<file path="src/rtl/fp_pkg.sv">
// Shared constants, operand classes and helpers for the small-float multiplier.
// Latency: n/a (package only).
// Backpressure: n/a (package only).
package fp_pkg;

    // Default field widths of the 13-bit {sign, exponent, fraction} format
    localparam int FP_NB_MANT  = 8;
    localparam int FP_NB_EXP   = 4;
    localparam int FP_NB_TOTAL = 1 + FP_NB_EXP + FP_NB_MANT;

    // Bit positions inside the 3-bit flags word {inv, ovf, unf}
    localparam int NB_FLAGS = 3;
    localparam int FLAG_INV = 2;
    localparam int FLAG_OVF = 1;
    localparam int FLAG_UNF = 0;

    // Special-value encodings at the default width (sign of INF is patched per result)
    localparam logic [FP_NB_TOTAL-1:0] FP_INF = {1'b0, {FP_NB_EXP{1'b1}}, {FP_NB_MANT{1'b0}}};
    localparam logic [FP_NB_TOTAL-1:0] FP_NAN = {1'b0, {FP_NB_EXP{1'b1}}, {FP_NB_MANT{1'b1}}};

    // Class of the product, decided from the operands before any arithmetic
    typedef enum logic [1:0] {
        CLS_NORM = 2'd0,
        CLS_ZERO = 2'd1,
        CLS_INF  = 2'd2,
        CLS_NAN  = 2'd3
    } fp_cls_t;

    // Exponent bias for a given exponent field width
    function automatic int fp_bias(input int nb_exp);
        return (1 << (nb_exp - 1)) - 1;
    endfunction

endpackage

</file>
<file path="src/rtl/fp_norm_round.sv">
// Final stage: normalise the raw significand product, round to nearest even, pack.
// Latency: purely combinational.
// Backpressure: none; the enclosing pipeline register holds its inputs when stalled.
module fp_norm_round
    import fp_pkg::*;
#(
    parameter int NB_MANT  = 8,
    parameter int NB_EXP   = 4,
    parameter int NB_TOTAL = 13
) (
    input  logic [2*NB_MANT+1:0]      prod,
    input  logic signed [NB_EXP+1:0]  exp_in,
    input  logic                      sign,
    input  logic [1:0]                cls,
    output logic [NB_TOTAL-1:0]       word,
    output logic [2:0]                flags
);

    localparam int PW = 2 * (NB_MANT + 1);
    localparam int EW = NB_EXP + 2;
    localparam logic signed [EW-1:0] E_MAX = EW'((1 << NB_EXP) - 1);

    logic [PW-2:0]          frac_bits;
    logic signed [EW-1:0]   e_norm;
    logic signed [EW-1:0]   e_fin;
    logic [NB_MANT-1:0]     mant;
    logic                   guard;
    logic                   sticky;
    logic                   round_up;
    logic [NB_MANT:0]       mant_rnd;

    // Normalise (drop hidden bit), round on guard+sticky, then range-check and handle special classes
    always_comb begin
        word  = '0;
        flags = '0;

        // Product lies in [1,4): if the top bit is set the point moves one place left
        frac_bits = prod[PW-1] ? prod[PW-2:0] : {prod[PW-3:0], 1'b0};
        e_norm    = exp_in + EW'(prod[PW-1]);

        mant     = frac_bits[PW-2 -: NB_MANT];
        guard    = frac_bits[PW-2-NB_MANT];
        sticky   = |frac_bits[PW-3-NB_MANT:0];
        round_up = guard & (sticky | mant[0]);

        // A carry out of the fraction means 1.11..1 rounded to 10.00..0: fraction is already zero
        mant_rnd = {1'b0, mant} + {{NB_MANT{1'b0}}, round_up};
        e_fin    = e_norm + EW'(mant_rnd[NB_MANT]);

        case (cls)
            CLS_NAN: begin
                word            = {1'b0, {NB_EXP{1'b1}}, {NB_MANT{1'b1}}};
                flags[FLAG_INV] = 1'b1;
            end
            CLS_INF: begin
                word = {sign, {NB_EXP{1'b1}}, {NB_MANT{1'b0}}};
            end
            CLS_ZERO: begin
                word = {sign, {(NB_TOTAL-1){1'b0}}};
            end
            default: begin
                if (e_fin >= E_MAX) begin
                    word            = {sign, {NB_EXP{1'b1}}, {NB_MANT{1'b0}}};
                    flags[FLAG_OVF] = 1'b1;
                end else if (e_fin[EW-1] || (e_fin == '0)) begin
                    word            = {sign, {(NB_TOTAL-1){1'b0}}};
                    flags[FLAG_UNF] = 1'b1;
                end else begin
                    word = {sign, e_fin[NB_EXP-1:0], mant_rnd[NB_MANT-1:0]};
                end
            end
        endcase
    end

endmodule

</file>
<file path="src/rtl/fp_mult_pipe.sv">
// Three-stage floating-point multiplier: unpack/classify, significand multiply, normalise/round/pack.
// Latency: 3 cycles from accepted operands to out_valid; one result per cycle.
// Backpressure: global stall, in_ready = !out_valid || out_ready; every stage holds while stalled.
module fp_mult_pipe
    import fp_pkg::*;
#(
    parameter int NB_MANT  = 8,
    parameter int NB_EXP   = 4,
    parameter int NB_TOTAL = 13
) (
    input  logic                 clk,
    input  logic                 rst_n,
    input  logic [NB_TOTAL-1:0]  A,
    input  logic [NB_TOTAL-1:0]  B,
    input  logic                 in_valid,
    output logic                 in_ready,
    output logic [NB_TOTAL-1:0]  C,
    output logic [2:0]           flags,
    output logic                 out_valid,
    input  logic                 out_ready
);

    localparam int MW   = NB_MANT + 1;
    localparam int PW   = 2 * MW;
    localparam int EW   = NB_EXP + 2;
    localparam int BIAS = fp_bias(NB_EXP);

    // Word width must match the field layout; refuse to elaborate otherwise
    if (NB_TOTAL != 1 + NB_EXP + NB_MANT) begin : g_width_check
        $error("fp_mult_pipe: NB_TOTAL must equal 1+NB_EXP+NB_MANT");
    end

    // Operand fields
    logic                   sign_a, sign_b;
    logic [NB_EXP-1:0]      exp_a, exp_b;
    logic [NB_MANT-1:0]     frac_a, frac_b;
    logic                   a_zero, a_inf, a_nan;
    logic                   b_zero, b_inf, b_nan;
    logic signed [EW-1:0]   exp_sum;
    fp_cls_t                cls_in;

    // Stage 1 registers
    logic                   s1_vld;
    logic                   s1_sign;
    logic signed [EW-1:0]   s1_exp;
    fp_cls_t                s1_cls;
    logic [MW-1:0]          s1_ma, s1_mb;

    // Stage 2 registers
    logic                   s2_vld;
    logic                   s2_sign;
    logic signed [EW-1:0]   s2_exp;
    fp_cls_t                s2_cls;
    logic [PW-1:0]          s2_prod;

    // Stage 3 combinational result
    logic [NB_TOTAL-1:0]    s3_word;
    logic [2:0]             s3_flags;

    assign in_ready = !out_valid || out_ready;

    // Unpack operands, classify the product and form the unbiased exponent with headroom bits
    always_comb begin
        sign_a = A[NB_TOTAL-1];
        sign_b = B[NB_TOTAL-1];
        exp_a  = A[NB_TOTAL-2 -: NB_EXP];
        exp_b  = B[NB_TOTAL-2 -: NB_EXP];
        frac_a = A[NB_MANT-1:0];
        frac_b = B[NB_MANT-1:0];

        a_zero = (exp_a == '0);
        b_zero = (exp_b == '0);
        a_inf  = (&exp_a) && (frac_a == '0);
        b_inf  = (&exp_b) && (frac_b == '0);
        a_nan  = (&exp_a) && (frac_a != '0);
        b_nan  = (&exp_b) && (frac_b != '0);

        exp_sum = {2'b00, exp_a} + {2'b00, exp_b} - EW'(BIAS);

        cls_in = CLS_NORM;
        if (a_nan || b_nan || (a_inf && b_zero) || (b_inf && a_zero)) begin
            cls_in = CLS_NAN;
        end else if (a_inf || b_inf) begin
            cls_in = CLS_INF;
        end else if (a_zero || b_zero) begin
            cls_in = CLS_ZERO;
        end
    end

    // Stage 1: capture sign, exponent sum, class and significands with hidden bit restored
    always_ff @(posedge clk or negedge rst_n) begin
        if (!rst_n) begin
            s1_vld  <= 1'b0;
            s1_sign <= 1'b0;
            s1_exp  <= '0;
            s1_cls  <= CLS_ZERO;
            s1_ma   <= '0;
            s1_mb   <= '0;
        end else if (in_ready) begin
            s1_vld <= in_valid;
            if (in_valid) begin
                s1_sign <= sign_a ^ sign_b;
                s1_exp  <= exp_sum;
                s1_cls  <= cls_in;
                s1_ma   <= {1'b1, frac_a};
                s1_mb   <= {1'b1, frac_b};
            end
        end
    end

    // Stage 2: full-width significand product
    always_ff @(posedge clk or negedge rst_n) begin
        if (!rst_n) begin
            s2_vld  <= 1'b0;
            s2_sign <= 1'b0;
            s2_exp  <= '0;
            s2_cls  <= CLS_ZERO;
            s2_prod <= '0;
        end else if (in_ready) begin
            s2_vld <= s1_vld;
            if (s1_vld) begin
                s2_sign <= s1_sign;
                s2_exp  <= s1_exp;
                s2_cls  <= s1_cls;
                s2_prod <= PW'(s1_ma) * PW'(s1_mb);
            end
        end
    end

    fp_norm_round #(
        .NB_MANT  (NB_MANT),
        .NB_EXP   (NB_EXP),
        .NB_TOTAL (NB_TOTAL)
    ) u_norm_round (
        .prod   (s2_prod),
        .exp_in (s2_exp),
        .sign   (s2_sign),
        .cls    (s2_cls),
        .word   (s3_word),
        .flags  (s3_flags)
    );

    // Stage 3: register the packed result; a consumed or empty output slot takes the next entry
    always_ff @(posedge clk or negedge rst_n) begin
        if (!rst_n) begin
            out_valid <= 1'b0;
            C         <= '0;
            flags     <= '0;
        end else if (in_ready) begin
            out_valid <= s2_vld;
            if (s2_vld) begin
                C     <= s3_word;
                flags <= s3_flags;
            end
        end
    end

endmodule

</file>
<file path="config.mk">
export PLATFORM = sky130hd
export DESIGN_NAME = fp_mult_pipe
export DESIGN_NICKNAME = d
export VERILOG_FILES = /design/src/rtl/fp_pkg.sv /design/src/rtl/fp_norm_round.sv /design/src/rtl/fp_mult_pipe.sv
export SDC_FILE = /design/constraint.sdc
export NUM_CORES = 1
export LEC_CHECK = 0
export ABC_AREA = 1
export CAP_MARGIN = 20
export CORE_ASPECT_RATIO = 1.1
export CORE_UTILIZATION = 45
export DETAILED_ROUTE_END_ITERATION = 12
export HOLD_SLACK_MARGIN = 0.02
export SLEW_MARGIN = 40
export SYNTH_ARGS = -nofsm -noshare
export SYNTH_HDL_FRONTEND = slang
export SYNTH_SLANG_ARGS = --single-unit
export TNS_END_PERCENT = 50
</file>
<file path="constraint.sdc">
create_clock -name clk -period 5 [get_ports clk]
set_input_delay 1.25 -clock clk [delete_from_list [all_inputs] [get_ports clk]]
set_output_delay 1.25 -clock clk [all_outputs]
set_load 0.02 [all_outputs]
</file>
==> flow_summary.yaml <==
placed_design:
  place_hpwl_microns: 10200
  dp_cells: 1059
  port_buffers: 47
  gp_congestion: 0.850
global_routing:
  grt_overflow: 0
  grt_max_degree: 46
  grt_pass1_wl_microns: 23200
  gr-usage-all-layers_pct: 20.1
  grt_antenna_before_repair: 0
  grt_pass1_vias: 5123
yosys:
  ys_async_sr_fraction_pct: 100
  synth_edf_count: 0
  avgSynthCellArea_sq_um: 7.38
  synth_area_leaders: "dfrtp_1 28%, fa_1 17%, nand2_1 16%"
  syn_inst: 854
  seq_area_frac_synth_pct: 28.6
  yosys-top-cells-count: "269 x nand2_1, 194 x inv_1, 70 x dfrtp_1"
  ys.flop_type: "dfrtp_1"
  yosys.area.top_type: "dfrtp_1"
  synth_warnings: 0
  syn-cell-area_sq_mm: 0.00630
  synth_top_area_share_pct: 27.8
  yosys.cell_count.top_type: "nand2_1"
  synth-seq-cells: 72
  synth.distinct_cells: 33
  synth_nets: 983
setup_path:
  crit_type: "reg2reg"
  worstPathMaxFanout: 18
  crit_family: "adder cells"
  crit_path_max_incr_delay_ns: 0.72
  end_kind: "flip-flop"
  crit_buf_inv: 3
  slowest_stage: "dfrtp_1"
  cp.depth: 18
  reg2reg_slack_ns: 0.65
  r2r-start: "s1_ma[8]"
  crit_top_cell: "nand2_1"
  cp-startpoint: "s1_ma[8]"
  reg2reg_depth: 18
  start_kind: "flip-flop"
  cp.arrival_ns: 4.58
  path_cells: "nand2_1 > fa_1 > fa_1 > inv_1 > fa_1 > inv_1 > fa_1 > inv_1 > ha_1 > nand2_1 > nor2_1 > nand2_1 > nand3_1 > nand2_1 > nand2_1 > nand2_1 > nand3_1 > nand2_1"
  critPathRequiredTime_ns: 5.23
  critPathCapture: "s2_prod[14]"
  timing.rr.end: "s2_prod[14]"
clock_tree:
  clkSinkCount: 72
  ctsHoldBuffers: 0
  ctsResizeCount: 0
  root_buffer: "clkbuf_16"
  htreeDepth: 3
  clk_pin_slew_worst_paths_ns: 0.06
  cts_buffer_depth: 2
  cts_tree: "yes"
  insertion_delay_ns: 0.34
  cts-buffers-inserted: 9
  post-cts-setup-buffers: 0
timing:
  fin_crit_sh_pct: 87.1
  min_period_ns: 4.35
  worst_pin_slew_ns: 0.734
  timing.hold.ws_ns: 0.472
  slew_headroom_pct: 50.8
  rsz0062_at_grt: "no"
  slew_violations: 0
  max_freq_ghz: 0.230
  skew_ns: 0.00542
  hold_viol_final: 0
  setup_viol: 0
  fin_tns_setup_ns: 0
floorplanning:
  ios: 48
  die_h_microns: 126
  die_width_microns: 115
  dieArea_sq_mm: 0.0145
  rows: 44
  initial_utilization_pct: 46.9
  core-area_sq_mm: 0.0134
final_layout:
  final_layout_size_suffix_gt1_share_pct: 3.48
  nNetsFinal: 1015
  nFillCells: 1360
  area_growth_pct: 14.8
  stdcell_count: 1075
  antenna-diode-count: 0
routing:
  drc: 0
  ant_nets: 0
  routed_wl_microns: 12900
  firstDrtPassIters: 4
  wire_per_inst_microns: 12.0
  vias: 5037
  viasPerCell: 4.69
  drtIter0Drc: 205
power_and_ir_drop:
  leakage_nw: 4.18
  vdd.ir_drop.worst_mv: 0.346
  p_per_area_mw_per_mm2: 750
flow_run:
  drv_cap: 0
min_path:
  hold_class: "reg2reg"
status:
  outcome: "complete, no violations"
logic make-up after synthesis:
kind of cell,after synthesis,share of synthesized area (%)
mux,1,0.159
flops,72,28.6
fa+ha+maj,99,25.9
simple gates,377,24.4
xor+xnor,11,1.53
buf+inv,224,13.5
compound gates,70,5.94
sequential cells by signal, summed over array words and instances (netlist names):
signal	flops
s2_prod	18
C	13
s1_ma	9
s1_mb	8
s1_exp	6
s2_exp	6
flags	3
s1_cls	2
s2_cls	2
out_valid	1
s1_sign	1
s1_vld	1
s2_sign	1
s2_vld	1
layer usage:
metal | up-vias | global-route usage, % | routed length [microns]
li1 | 2622 | - | -
met3 | 16 | 3.32 | 283
met2 | 52 | 34.9 | 6320
met1 | 2347 | 25.7 | 6140
met4 | 0 | 5.50 | 182
met5 | - | 0 | 0
worst min-delay path by stage:
stage          slack, ns          to        from  depth (start not counted)
4_1_cts             0.48  s2_prod[2]  s2_prod[2]                          2
5_1_grt             0.50  s2_prod[3]  s2_prod[3]                          2
6_report            0.47  s2_prod[2]  s2_prod[2]                          2
3_3_place_gp        0.46  s2_prod[5]  s2_prod[5]                          2
3_5_place_dp        0.46  s2_prod[2]  s2_prod[2]                          2
2_1_floorplan       0.44     s2_sign     s2_sign                          2
layout by cell type, fill, tap and decap left out, types with 2 or more instances in the layout:
cell / count
inv_6: 2
fa_1: 52
nor2_1: 43
o21ai_1: 3
a21o_1: 2
clkinv_4: 2
dfrtp_1: 70
nor3_1: 6
nand2_1: 269
nand3b_1: 2
inv_1: 193
bufinv_16: 2
a21oi_1: 9
o21bai_1: 2
dfstp_2: 2
clkdlybuf4s50_1: 46
o21ai_0: 49
ha_1: 47
clkbuf_16: 9
xnor2_1: 10
nand2_2: 3
nand3_1: 40
nand4_1: 9
buf_4: 4
worst min-delay path, stage by stage, from the launching register on:
cell and delay, ns:
dfrtp_1 0.34, nand2_1 0.06, nand2_1 0.04
through the flow:
step / worst slack (ns) / instance area, sq um / total power [mW] / utilization (%)
2_1_floorplan: 0.723 / 6300 / 3.88 / -
3_3_place_gp: 0.731 / 6900 / 4.65 / 51.4
3_5_place_dp: 0.651 / 6900 / 4.73 / 51.4
4_1_cts: 0.631 / 7230 / 5.50 / 53.8
5_1_grt: 0.250 / 7230 / 6.18 / 53.8
6_report: 0.646 / 7230 / 5.43 / 53.8
power by group:
| group | internal [mW] | leakage [nW] | switching [mW] |
|---|---|---|---|
| combinational | 1.46 | 3.13 | 2.20 |
| clock | 0.442 | 0.157 | 0.273 |
| sequential | 0.813 | 0.891 | 0.234 |
layout make-up:
cell class / count / area, sq um / share of cell area, %
sequential: 72 / 1800 / 24.9
inverter: 195 / 732 / 10.1
clock buffer: 9 / 225 / 3.11
timing repair buffer: 50 / 490 / 6.78
multi-input combinational: 558 / 3650 / 50.4
clock inverter: 7 / 103 / 1.42
tap: 184 / 230 / 3.18
(Power assumes the default switching activity.)
